File: config.mk
export PLATFORM = sky130hd
export DESIGN_NAME = wam_hit_scorer_flat
export DESIGN_NICKNAME = d
export VERILOG_FILES = /design/src/rtl/wam_hit_scorer_pkg.sv /design/src/rtl/wam_hit_scorer_if.sv /design/src/rtl/wam_hit_scorer_whack_sync_edge.sv /design/src/rtl/wam_hit_scorer.sv /design/src/flat_wrapper.sv
export SDC_FILE = /design/constraint.sdc
export NUM_CORES = 1
export LEC_CHECK = 0
export BUFFER_PORTS_ARGS = -buffer_cell sky130_fd_sc_hd__buf_2
export CAP_MARGIN = 20
export CORE_ASPECT_RATIO = 1.5
export CORE_MARGIN = 2
export CORE_UTILIZATION = 50
export CTS_BUF_LIST = sky130_fd_sc_hd__clkbuf_16
export DETAILED_ROUTE_END_ITERATION = 8
export PLACE_DENSITY = 0.79
export SYNTH_ARGS = -nofsm -noshare
export SYNTH_HDL_FRONTEND = slang
export SYNTH_HIERARCHICAL = 1
export SYNTH_SLANG_ARGS = --single-unit
File: constraint.sdc
create_clock -name CLOCK_50 -period 2.15 [get_ports CLOCK_50]
set_input_delay 0.1075 -clock CLOCK_50 [delete_from_list [all_inputs] [get_ports CLOCK_50]]
set_output_delay 0.1075 -clock CLOCK_50 [all_outputs]
set_load 0.005 [all_outputs]
File: src/rtl/wam_hit_scorer_pkg.sv
// Shared constants and the judge state type for the whack-a-mole hit scorer.
package wam_pkg;

  localparam int NUM_MOLES      = 9;
  localparam int IDX_W          = 4;
  localparam int MISS_W         = 4;
  localparam int MAX_MISSES_DEF = 5;

  typedef enum logic [1:0] {
    IDLE     = 2'd0,
    ARMED    = 2'd1,
    HIT_WAIT = 2'd2,
    OVER     = 2'd3
  } judge_state_e;

endpackage

File: src/rtl/wam_hit_scorer_if.sv
// Handshake between the mole-light stage (master) and the hit scorer (slave).
interface wam_hit_scorer_if;
  import wam_pkg::*;

  logic             mole_up;
  logic [IDX_W-1:0] mole_idx;
  logic             mole_clear;

  modport master (output mole_up, output mole_idx, input  mole_clear);
  modport slave  (input  mole_up, input  mole_idx, output mole_clear);
endinterface

File: src/rtl/wam_hit_scorer_whack_sync_edge.sv
// Synchronises the raw whack buttons and emits a one-cycle event per rising edge.
module whack_sync_edge #(
  parameter int WIDTH  = 9,
  parameter int STAGES = 2
) (
  input  logic             CLOCK_50,
  input  logic             reset,
  input  logic [WIDTH-1:0] din,
  output logic [WIDTH-1:0] evt
);

  logic [STAGES-1:0][WIDTH-1:0] sync_q;
  logic [WIDTH-1:0]             prev_q;

  // NOTE: the synchroniser and edge flops are reset so no phantom edge appears when reset lifts.
  always_ff @(posedge CLOCK_50 or negedge reset) begin
    if (!reset) begin
      sync_q <= '0;
      prev_q <= '0;
      evt    <= '0;
    end else begin
      // NOTE: non-blocking assignments let every stage shift on the same edge.
      sync_q <= {sync_q[STAGES-2:0], din};
      prev_q <= sync_q[STAGES-1];
      evt    <= sync_q[STAGES-1] & ~prev_q;
    end
  end

endmodule

File: src/rtl/wam_hit_scorer.sv
// Judges each mole light as hit or miss, keeps saturating score/miss counts and game_over.
module wam_hit_scorer
  import wam_pkg::*;
#(
  parameter int SCORE_W     = 8,
  parameter int MAX_MISSES  = MAX_MISSES_DEF,
  parameter int SYNC_STAGES = 2
) (
  input  logic                 CLOCK_50,
  input  logic                 reset,
  wam_hit_scorer_if.slave      light,
  input  logic [NUM_MOLES-1:0] whack,
  output logic                 hit_pulse,
  output logic                 miss_pulse,
  output logic [SCORE_W-1:0]   score,
  output logic [MISS_W-1:0]    misses,
  output logic                 game_over
);

  logic [NUM_MOLES-1:0] whack_evt;
  logic [NUM_MOLES-1:0] idx_mask;
  logic                 mole_up_q;
  logic                 mole_rise;
  logic                 hit_evt;
  logic                 wrong_evt;
  logic                 at_max;

  judge_state_e         state_q, state_d;
  logic [IDX_W-1:0]     idx_q, idx_d;
  logic [SCORE_W-1:0]   score_d;
  logic [MISS_W-1:0]    misses_d;
  logic                 hit_d, miss_d;

  whack_sync_edge #(
    .WIDTH  (NUM_MOLES),
    .STAGES (SYNC_STAGES)
  ) u_whack_sync (
    .CLOCK_50 (CLOCK_50),
    .reset    (reset),
    .din      (whack),
    .evt      (whack_evt)
  );

  assign mole_rise = light.mole_up & ~mole_up_q;
  assign idx_mask  = NUM_MOLES'(1) << idx_q;
  assign hit_evt   = |(whack_evt & idx_mask);
  assign wrong_evt = |(whack_evt & ~idx_mask);
  assign at_max    = (misses == MISS_W'(MAX_MISSES));

  // NOTE: every signal driven here gets a default first, so no latch is inferred.
  always_comb begin
    state_d  = state_q;
    idx_d    = idx_q;
    score_d  = score;
    misses_d = misses;
    hit_d    = 1'b0;
    miss_d   = 1'b0;

    if (state_q != OVER && at_max) begin
      state_d = OVER;
    end else begin
      unique case (state_q)
        IDLE: begin
          // Out-of-range light indices never arm the judge.
          if (mole_rise && light.mole_idx < IDX_W'(NUM_MOLES)) begin
            idx_d   = light.mole_idx;
            state_d = ARMED;
          end
        end
        ARMED: begin
          // A correct whack outranks both a wrong whack and the light going out.
          if (hit_evt) begin
            hit_d   = 1'b1;
            state_d = HIT_WAIT;
            if (score != '1) score_d = score + 1'b1;
          end else if (!light.mole_up || wrong_evt) begin
            miss_d   = 1'b1;
            misses_d = misses + 1'b1;
            if (!light.mole_up) state_d = IDLE;
          end
        end
        HIT_WAIT: begin
          if (!light.mole_up) state_d = IDLE;
        end
        OVER: begin
          state_d = OVER;
        end
        default: state_d = IDLE;
      endcase
    end
  end

  always_ff @(posedge CLOCK_50 or negedge reset) begin
    if (!reset) begin
      state_q          <= IDLE;
      idx_q            <= '0;
      mole_up_q        <= 1'b0;
      score            <= '0;
      misses           <= '0;
      hit_pulse        <= 1'b0;
      miss_pulse       <= 1'b0;
      game_over        <= 1'b0;
      light.mole_clear <= 1'b0;
    end else begin
      state_q          <= state_d;
      idx_q            <= idx_d;
      mole_up_q        <= light.mole_up;
      score            <= score_d;
      misses           <= misses_d;
      hit_pulse        <= hit_d;
      miss_pulse       <= miss_d;
      game_over        <= (state_d == OVER);
      light.mole_clear <= (state_d == HIT_WAIT);
    end
  end

endmodule

File: src/flat_wrapper.sv
// flat-port wrapper written by rule: the top's interface ports become plain ports
module wam_hit_scorer_flat import wam_pkg::*;
#(
  parameter int SCORE_W     = 8,
  parameter int MAX_MISSES  = MAX_MISSES_DEF,
  parameter int SYNC_STAGES = 2
)
  (CLOCK_50, reset, whack, hit_pulse, miss_pulse, score, misses, game_over, light_mole_up, light_mole_idx, light_mole_clear);
  wam_hit_scorer_if light_i ();
  input  logic CLOCK_50;
  input  logic reset;
  input  logic [NUM_MOLES-1:0] whack;
  output logic hit_pulse;
  output logic miss_pulse;
  output logic [SCORE_W-1:0] score;
  output logic [MISS_W-1:0] misses;
  output logic game_over;
  input wire logic [$bits(light_i.mole_up)-1:0] light_mole_up;
  input wire logic [$bits(light_i.mole_idx)-1:0] light_mole_idx;
  output wire logic [$bits(light_i.mole_clear)-1:0] light_mole_clear;
  assign light_i.mole_up = light_mole_up;
  assign light_i.mole_idx = light_mole_idx;
  assign light_mole_clear = light_i.mole_clear;
  wam_hit_scorer #(.SCORE_W(SCORE_W), .MAX_MISSES(MAX_MISSES), .SYNC_STAGES(SYNC_STAGES)) u_core (.CLOCK_50(CLOCK_50), .reset(reset), .light(light_i), .whack(whack), .hit_pulse(hit_pulse), .miss_pulse(miss_pulse), .score(score), .misses(misses), .game_over(game_over));
endmodule
==> flow_summary.yaml, run 1 <==
power:
  internal_power_mw: 2.50
  switchingPower_mw: 1.06
  seqPwrFrac: 0.432
  p_leak_nw: 1.42
  p_clk_frac: 0.334
  p_comb_frac: 0.234
  ir_worst_vdd_mv: 1.07
  pwr_density_cell_nw_per_um2: 1190
  switching_share: 0.298
sta:
  hold_viol: 0
  worst_pin_slew_ns: 0.506
  min_period_ns: 2.05
  period_share: 0.956
  setup_viol: 0
  fmax_mhz: 487
  slew_headroom: 0.663
  clock_skew_ns: 0.00817
  rsz0062_at_grt: "no"
  setup_slack_ns: 0.0955
  slew_violations: 0
  tns_ns: 0
critical_path:
  cp.required_ns: 2.36
  worstSetupEndpointType: "flop"
  cp-start-kind: "flop"
  crit_arrival_ns: 2.26
  slowest_stage: "or4b_1"
  crit_family: "compound AO/OA/AOI/OAI gates"
  path_max_fanout: 9
  path_class: "reg2reg"
  critPathMaxStageDelay_ns: 0.50
  cp.buffers_inverters: 1
  crit_chain: "buf_4 > or4b_1 > o32ai_2 > o22ai_2 > o211ai_4 > nor2_2 > xor2_1"
yosys:
  syn_avg_cell_area_sq_um: 14.5
  synth_compound_area_frac: 0.0856
  synthAdderAreaFrac: 0.0160
  yosys.cell_types.count: 46
  synth_top_family_by_area: "simple AND/OR/NAND/NOR gates"
  synth-simple-area-share: 0.168
  ys_async_sr_fraction: 1.00
  synth_edf_count: 0
  syn_nets: 181
  synth_mux_area_frac: 0.0415
  synth_ff_type: "dfrtp_1"
  synthXorXnorAreaFrac: 0.0335
  syn-cell-area_sq_um: 2350
  synth_cells: 162
  ys_ff_latch: 59
  yosys_warnings: 6
  yosysSeqAreaShare: 0.628
global_route:
  grt_usage: 0.165
  antenna_found_initial: 0
  overflow: 0
  grt_max_degree: 26
  grt_pass1_wl_um: 6210
  first_global_vias: 1391
clock_tree:
  insertion_delay_ns: 0.32
  clk_pin_slew_ns: 0.05
  cts_htree_levels: 3
  clock-sinks: 59
  root_buffer: "clkbuf_16"
  cts_made_buffers: 9
  cts_tree: "done"
  cts_buffer_depth: 2
outcome:
  status: "completed"
place:
  dp_slack_ns: 0.00927
  routabilityCongestion: 0.793
  numPortBuffers: 31
  dp_hpwl_um: 2540
drt:
  via_per_inst: 4.93
  drc: 0
  wire_per_inst_um: 13.3
  vias: 1414
  drt_iter0_drc: 55
  wl_um: 3820
  ant_nets: 0
  drt_pass1_iterations: 4
floorplanning:
  io_pins: 32
  die_w_um: 60.0
  start_util: 0.518
  die_h_um: 88.0
  dieArea_sq_um: 5280
  row_count: 30
  core_area_sq_um: 4540
final_layout:
  multi_input_area_sq_um: 823
  register_area_sq_um: 1480
  nFillCells: 333
  fin_nets: 237
  n_antenna_cell: 0
  area_growth_pct: 27.0
  fin_util: 0.658
  layout-drive-gt1-share: 0.350
hold_path:
  hp-class: "in2reg"
flow_run:
  drv_cap: 0
==> cell usage after synthesis (2+ instances only) <==
| library cell | number | area (sq um) |
|---|---|---|
| xnor2_1 | 6 | 52.6 |
| mux2i_1 | 3 | 30.0 |
| o22ai_1 | 2 | 12.5 |
| nand3b_1 | 7 | 52.6 |
| dfrtp_1 | 59 | 1480 |
| or4b_1 | 2 | 20.0 |
| buf_2 | 2 | 10.0 |
| xor2_1 | 3 | 26.3 |
| inv_1 | 6 | 22.5 |
| mux2_2 | 5 | 56.3 |
| nor2b_4 | 9 | 124 |
| or3_1 | 2 | 12.5 |
| ha_1 | 3 | 37.5 |
| nor2_1 | 5 | 18.8 |
| nand2b_1 | 3 | 18.8 |
| nand2_1 | 7 | 26.3 |
| a21oi_1 | 2 | 10.0 |
| a211oi_2 | 2 | 25.0 |
| nand4_1 | 4 | 25.0 |
| nor2_2 | 2 | 12.5 |
| and3_1 | 3 | 18.8 |
==> repair_timing <==
item	in CTS	in global routing
endpoints found under the setup margin	0	12
buffers inserted	0	0
gates resized for setup	0	5
hold buffers	11	0
endpoints found under the hold margin	33	0
==> cells by family (layout without fill, tap and decap cells) <==
group                    count (synthesis)  count (layout)
buffers and inverters                   11              72
AO/OA/AOI/OAI                           18              18
adder cells (fa/ha/maj)                  3               3
AND/OR/NAND/NOR                         53              53
flip-flops                              59              59
XOR/XNOR                                 9               9
multiplexers                             9               9
==> path summary, 6_finish.rpt <==
path                                               start                             end  slack, ns  cells past startpoint
max                                      u_core/idx_q[2]                u_core/misses[3]        0.1                      7
min                                    light_mole_idx[3]                 u_core/idx_q[3]       0.03                      2
max reg2reg                              u_core/idx_q[2]                u_core/misses[3]        0.1                      7
min reg2reg                u_core/u_whack_sync/sync_q[1]  u_core/u_whack_sync/sync_q[10]       0.34                      0
max in group asynchronous                          reset                 u_core/score[0]       1.22                      3
min in group asynchronous                          reset      u_core/u_whack_sync/evt[3]       0.30                      2
==> metrics by stage <==
stage / hold slack [ns] / cells / total power, mW / cell area (sq um)
2_1_floorplan: -0.188 / 162 / 2.09 / 2350
3_3_place_gp: 0.109 / 260 / 2.32 / 2600
3_5_place_dp: 0.114 / 260 / 2.35 / 2600
4_1_cts: 0.0214 / 287 / 3.59 / 2970
5_1_grt: 0.0286 / 287 / 3.78 / 2990
6_report: 0.0328 / 287 / 3.57 / 2990
==> registers in the layout, summed over array words and instances, names as in the netlist <==
register,count
u_core/u_whack_sync/prev_q,9
u_core/miss_pulse,1
u_core/misses,4
u_core/mole_up_q,1
u_core/u_whack_sync/evt,9
u_core/game_over,1
u_core/u_whack_sync/sync_q,18
u_core/state_q,2
u_core/score,8
u_core/hit_pulse,1
u_core/idx_q,4
u_core/light.mole_clear,1
==> routing by layer <==
metal | track usage | part of all wire
met1 | 0.195 | 0.43
met4 | 0.0929 | 0.021
met2 | 0.248 | 0.51
met3 | 0.0709 | 0.038
met5 | 0 | 0
==> power groups by stage <==
| stage | logic [mW] | clock network [mW] | registers, mW |
|---|---|---|---|
| after floorplan | 0.642 | 0 | 1.45 |
| after global placement | 0.782 | 0 | 1.54 |
| after CTS | 0.830 | 1.23 | 1.53 |
| after global routing | 0.925 | 1.28 | 1.57 |
| after detailed placement | 0.806 | 0 | 1.55 |
| final | 0.834 | 1.19 | 1.54 |
==> layout by cell type (no fill, tap or decap), types with 3 or more instances in the layout <==
cell / synthesis / final
and3_1: 3 / 3
buf_2: 2 / 31
buf_4: 1 / 8
clkbuf_16: 0 / 9
clkinv_2: 0 / 3
dfrtp_1: 59 / 56
dfrtp_2: 0 / 3
dlygate4sd3_1: 0 / 11
ha_1: 3 / 3
inv_1: 6 / 10
mux2_2: 5 / 5
mux2i_1: 3 / 3
nand2_1: 7 / 7
nand2b_1: 3 / 3
nand3b_1: 7 / 7
nand4_1: 4 / 4
nor2_1: 5 / 5
nor2b_4: 9 / 9
xnor2_1: 6 / 6
xor2_1: 3 / 3
==> cell type report <==
| type | count | area share |
|---|---|---|
| Multi-Input combinational cell | 92 | 0.276 |
| Timing Repair Buffer | 50 | 0.109 |
| Clock inverter | 7 | 0.0101 |
| Inverter | 6 | 0.00754 |
| Clock buffer | 9 | 0.0754 |
| Sequential cell | 59 | 0.496 |
| Tap cell | 64 | 0.0268 |
(Power assumes the default switching activity.)
==> inputs of run 2 (changes only) <==
- ABC_AREA: default -> 1
- PLACE_DENSITY: 0.79 -> 0.82
==> flow_summary.yaml, run 2 <==
outcome:
  status: "completed"
final_layout:
  largest_reg_flops: 18
  area_growth_pct: 27.4
  layout-drive-gt1-share: 0.245
  mostFrequentLayoutCells: "nand2_1, dfrtp_1, inv_1"
  fin_nets: 312
  top_regs: "u_core/u_whack_sync/sync_q: 18 flops, u_core/u_whack_sync/evt: 9 flops, u_core/u_whack_sync/prev_q: 9 flops"
  final_common_cell: "nand2_1"
  design_area_sq_um: 3030
  n_antenna_cell: 0
  top_register: "u_core/u_whack_sync/sync_q"
  stdcell_count: 362
critical_path:
  slowest_stage: "dfrtp_1"
  cp.required_ns: 2.36
  crit_arrival_ns: 2.00
  r2r_cells: 8
  r2r_slack_ns: 0.36
  path_class: "reg2reg"
  cpMostUsedCell: "nand2_1"
  path_max_fanout: 12
  worstSetupEndpointType: "flop"
  crit_chain: "nor2_2 > nand2_1 > nor2_1 > nor2_2 > nand3_2 > nand3_2 > nand2_1 > nand2_1"
  crit-reg2reg-launch: "u_core/idx_q[3]"
  r2r-end: "u_core/score[6]"
  cp-start-kind: "flop"
  critPathMaxStageDelay_ns: 0.43
yosys:
  synth_common_cells: "nand2_1, dfrtp_1, inv_1"
  syn_nets: 258
  syn_avg_cell_area_sq_um: 9.95
  synth-simple-area-share: 0.253
  synthAdderAreaFrac: 0.0158
  synth_cells: 239
  synthXorXnorAreaFrac: 0.0295
  synth_edf_count: 0
  synth_most_common_cell: "nand2_1"
  synth_top_area_cell: "dfrtp_1"
  synth_compound_area_frac: 0.0221
  synth_area_leaders: "dfrtp_1, nand2_1, inv_1"
  synth_top_area_share: 0.621
  ys_ff_latch: 59
  synth_top_family_by_area: "simple AND/OR/NAND/NOR gates"
  yosys.cell_types.count: 21
  synth_mux_area_frac: 0
  synth_ff_type: "dfrtp_1"
  syn-cell-area_sq_um: 2380
  yosysSeqAreaShare: 0.621
  ys_async_sr_fraction: 1.00
  yosys_warnings: 6
sta:
  tns_ns: 0
  clock_skew_ns: 0.00616
  setup_slack_ns: 0.359
  hold_viol: 0
  period_share: 0.833
  slew_violations: 0
  slew_headroom: 0.502
  min_period_ns: 1.79
  fmax_mhz: 558
  setup_viol: 0
  rsz0062_at_grt: "no"
  worst_pin_slew_ns: 0.747
drt:
  drt_pass1_iterations: 7
  drt_iter0_drc: 106
  drc: 0
  via_per_inst: 4.81
  ant_nets: 0
  vias: 1742
  wire_per_inst_um: 11.8
  wl_um: 4270
hold_path:
  whs_endpoint: "u_core/idx_q[1]"
  hp-class: "in2reg"
  hold_depth: 3
  hp-start: "light_mole_idx[1]"
clock_tree:
  cts_tree: "done"
  cts_buffer_depth: 2
  root_buffer: "clkbuf_16"
  clock-sinks: 59
  clk_pin_slew_ns: 0.05
  cts_made_buffers: 9
  cts_htree_levels: 3
  post_cts_buffers: 0
  insertion_delay_ns: 0.33
global_route:
  grt_max_degree: 37
  grt_pass1_wl_um: 7110
  grt_usage: 0.190
  antenna_found_initial: 0
  first_global_vias: 1661
  overflow: 0
place:
  numPortBuffers: 31
  routabilityCongestion: 0.792
  dp_hpwl_um: 2760
  dp_cells: 335
  dp_slack_ns: 0.439
  post_dp_cell_area_sq_um: 2620
power:
  ir_worst_vdd_mv: 0.765
  switchingPower_mw: 1.18
  p_leak_nw: 1.62
  p_clk_frac: 0.385
  seqPwrFrac: 0.395
  p_comb_frac: 0.220
  pwr_density_cell_nw_per_um2: 1210
  switching_share: 0.323
  internal_power_mw: 2.47
floorplanning:
  start_util: 0.523
  die_h_um: 88.5
  core_area_sq_um: 4540
  io_pins: 32
  row_count: 30
  die_w_um: 60.3
  dieArea_sq_um: 5330
flow_run:
  drv_cap: 0
## run 2: changes by cell type after synthesis, moves of 7 or more
cell      before  now
nand3b_1       7    0
nor2_1         5   12
nand2_1        7   64
nor2b_4        9    0
nor2_2         2   15
nand4_1        4   12
inv_1          6   32
nand3_1        1   13
## run 2: kinds of logic after synthesis
group	after synthesis
buf+inv	35
compound gates	9
fa+ha+maj	3
flops	59
simple gates	125
xor+xnor	8
## run 2: final cells by class
cell class | instances | area, sq um
fillers | 368 | 1510
flip-flops and latches | 59 | 1480
multi-input cells | 145 | 762
repair buffers | 44 | 280
clock buffers | 9 | 225
inverters | 34 | 128
well taps | 64 | 80.1
clock inverters | 7 | 76.3
## run 2: how the worst max path moves through the flow
stage	from	end	slack [ns]
after floorplan	u_core/misses[0]	u_core/score[7]	0.71
after global placement	u_core/idx_q[3]	u_core/score[7]	0.48
after detailed placement	u_core/idx_q[3]	u_core/score[6]	0.44
after CTS	u_core/idx_q[3]	u_core/score[0]	0.40
after global routing	u_core/idx_q[2]	u_core/score[2]	0.19
final	u_core/idx_q[3]	u_core/score[6]	0.36
## run 2: routing by layer
| layer | track usage | vias up | part of all wire |
|---|---|---|---|
| met4 | 0.143 | 0 | 0.031 |
| met5 | 0 | - | 0 |
| met1 | 0.210 | 809 | 0.39 |
| met3 | 0.0409 | 16 | 0.044 |
| met2 | 0.311 | 60 | 0.54 |
| li1 | - | 857 | - |
## run 2: per-stage QoR
| step | util | hold slack (ns) | total power [mW] |
|---|---|---|---|
| floorplan | - | -0.188 | 2.01 |
| global placement | 0.576 | 0.208 | 2.20 |
| detailed placement | 0.576 | 0.211 | 2.23 |
| CTS | 0.667 | 0.0581 | 3.67 |
| global route | 0.667 | 0.0951 | 3.87 |
| finish | 0.667 | 0.0660 | 3.65 |
## run 2: worst max-delay path: cells and delay by family, from the launching register on
family           cells  cell delay (ns)
DFF                  1             0.43
and+or+nand+nor      8             1.25
## run 2: power by group through the flow
stage	combinational, mW	clock [mW]	sequential [mW]
2_1_floorplan	0.569	0	1.44
3_3_place_gp	0.753	0	1.44
3_5_place_dp	0.772	0	1.46
4_1_cts	0.800	1.43	1.44
5_1_grt	0.918	1.48	1.47
6_report	0.803	1.41	1.44
## run 2: repair_timing
action	CTS	global route
hold buffers	11	0
setup endpoints to repair	0	0
gates resized for setup	0	0
endpoints found under the hold margin	44	0
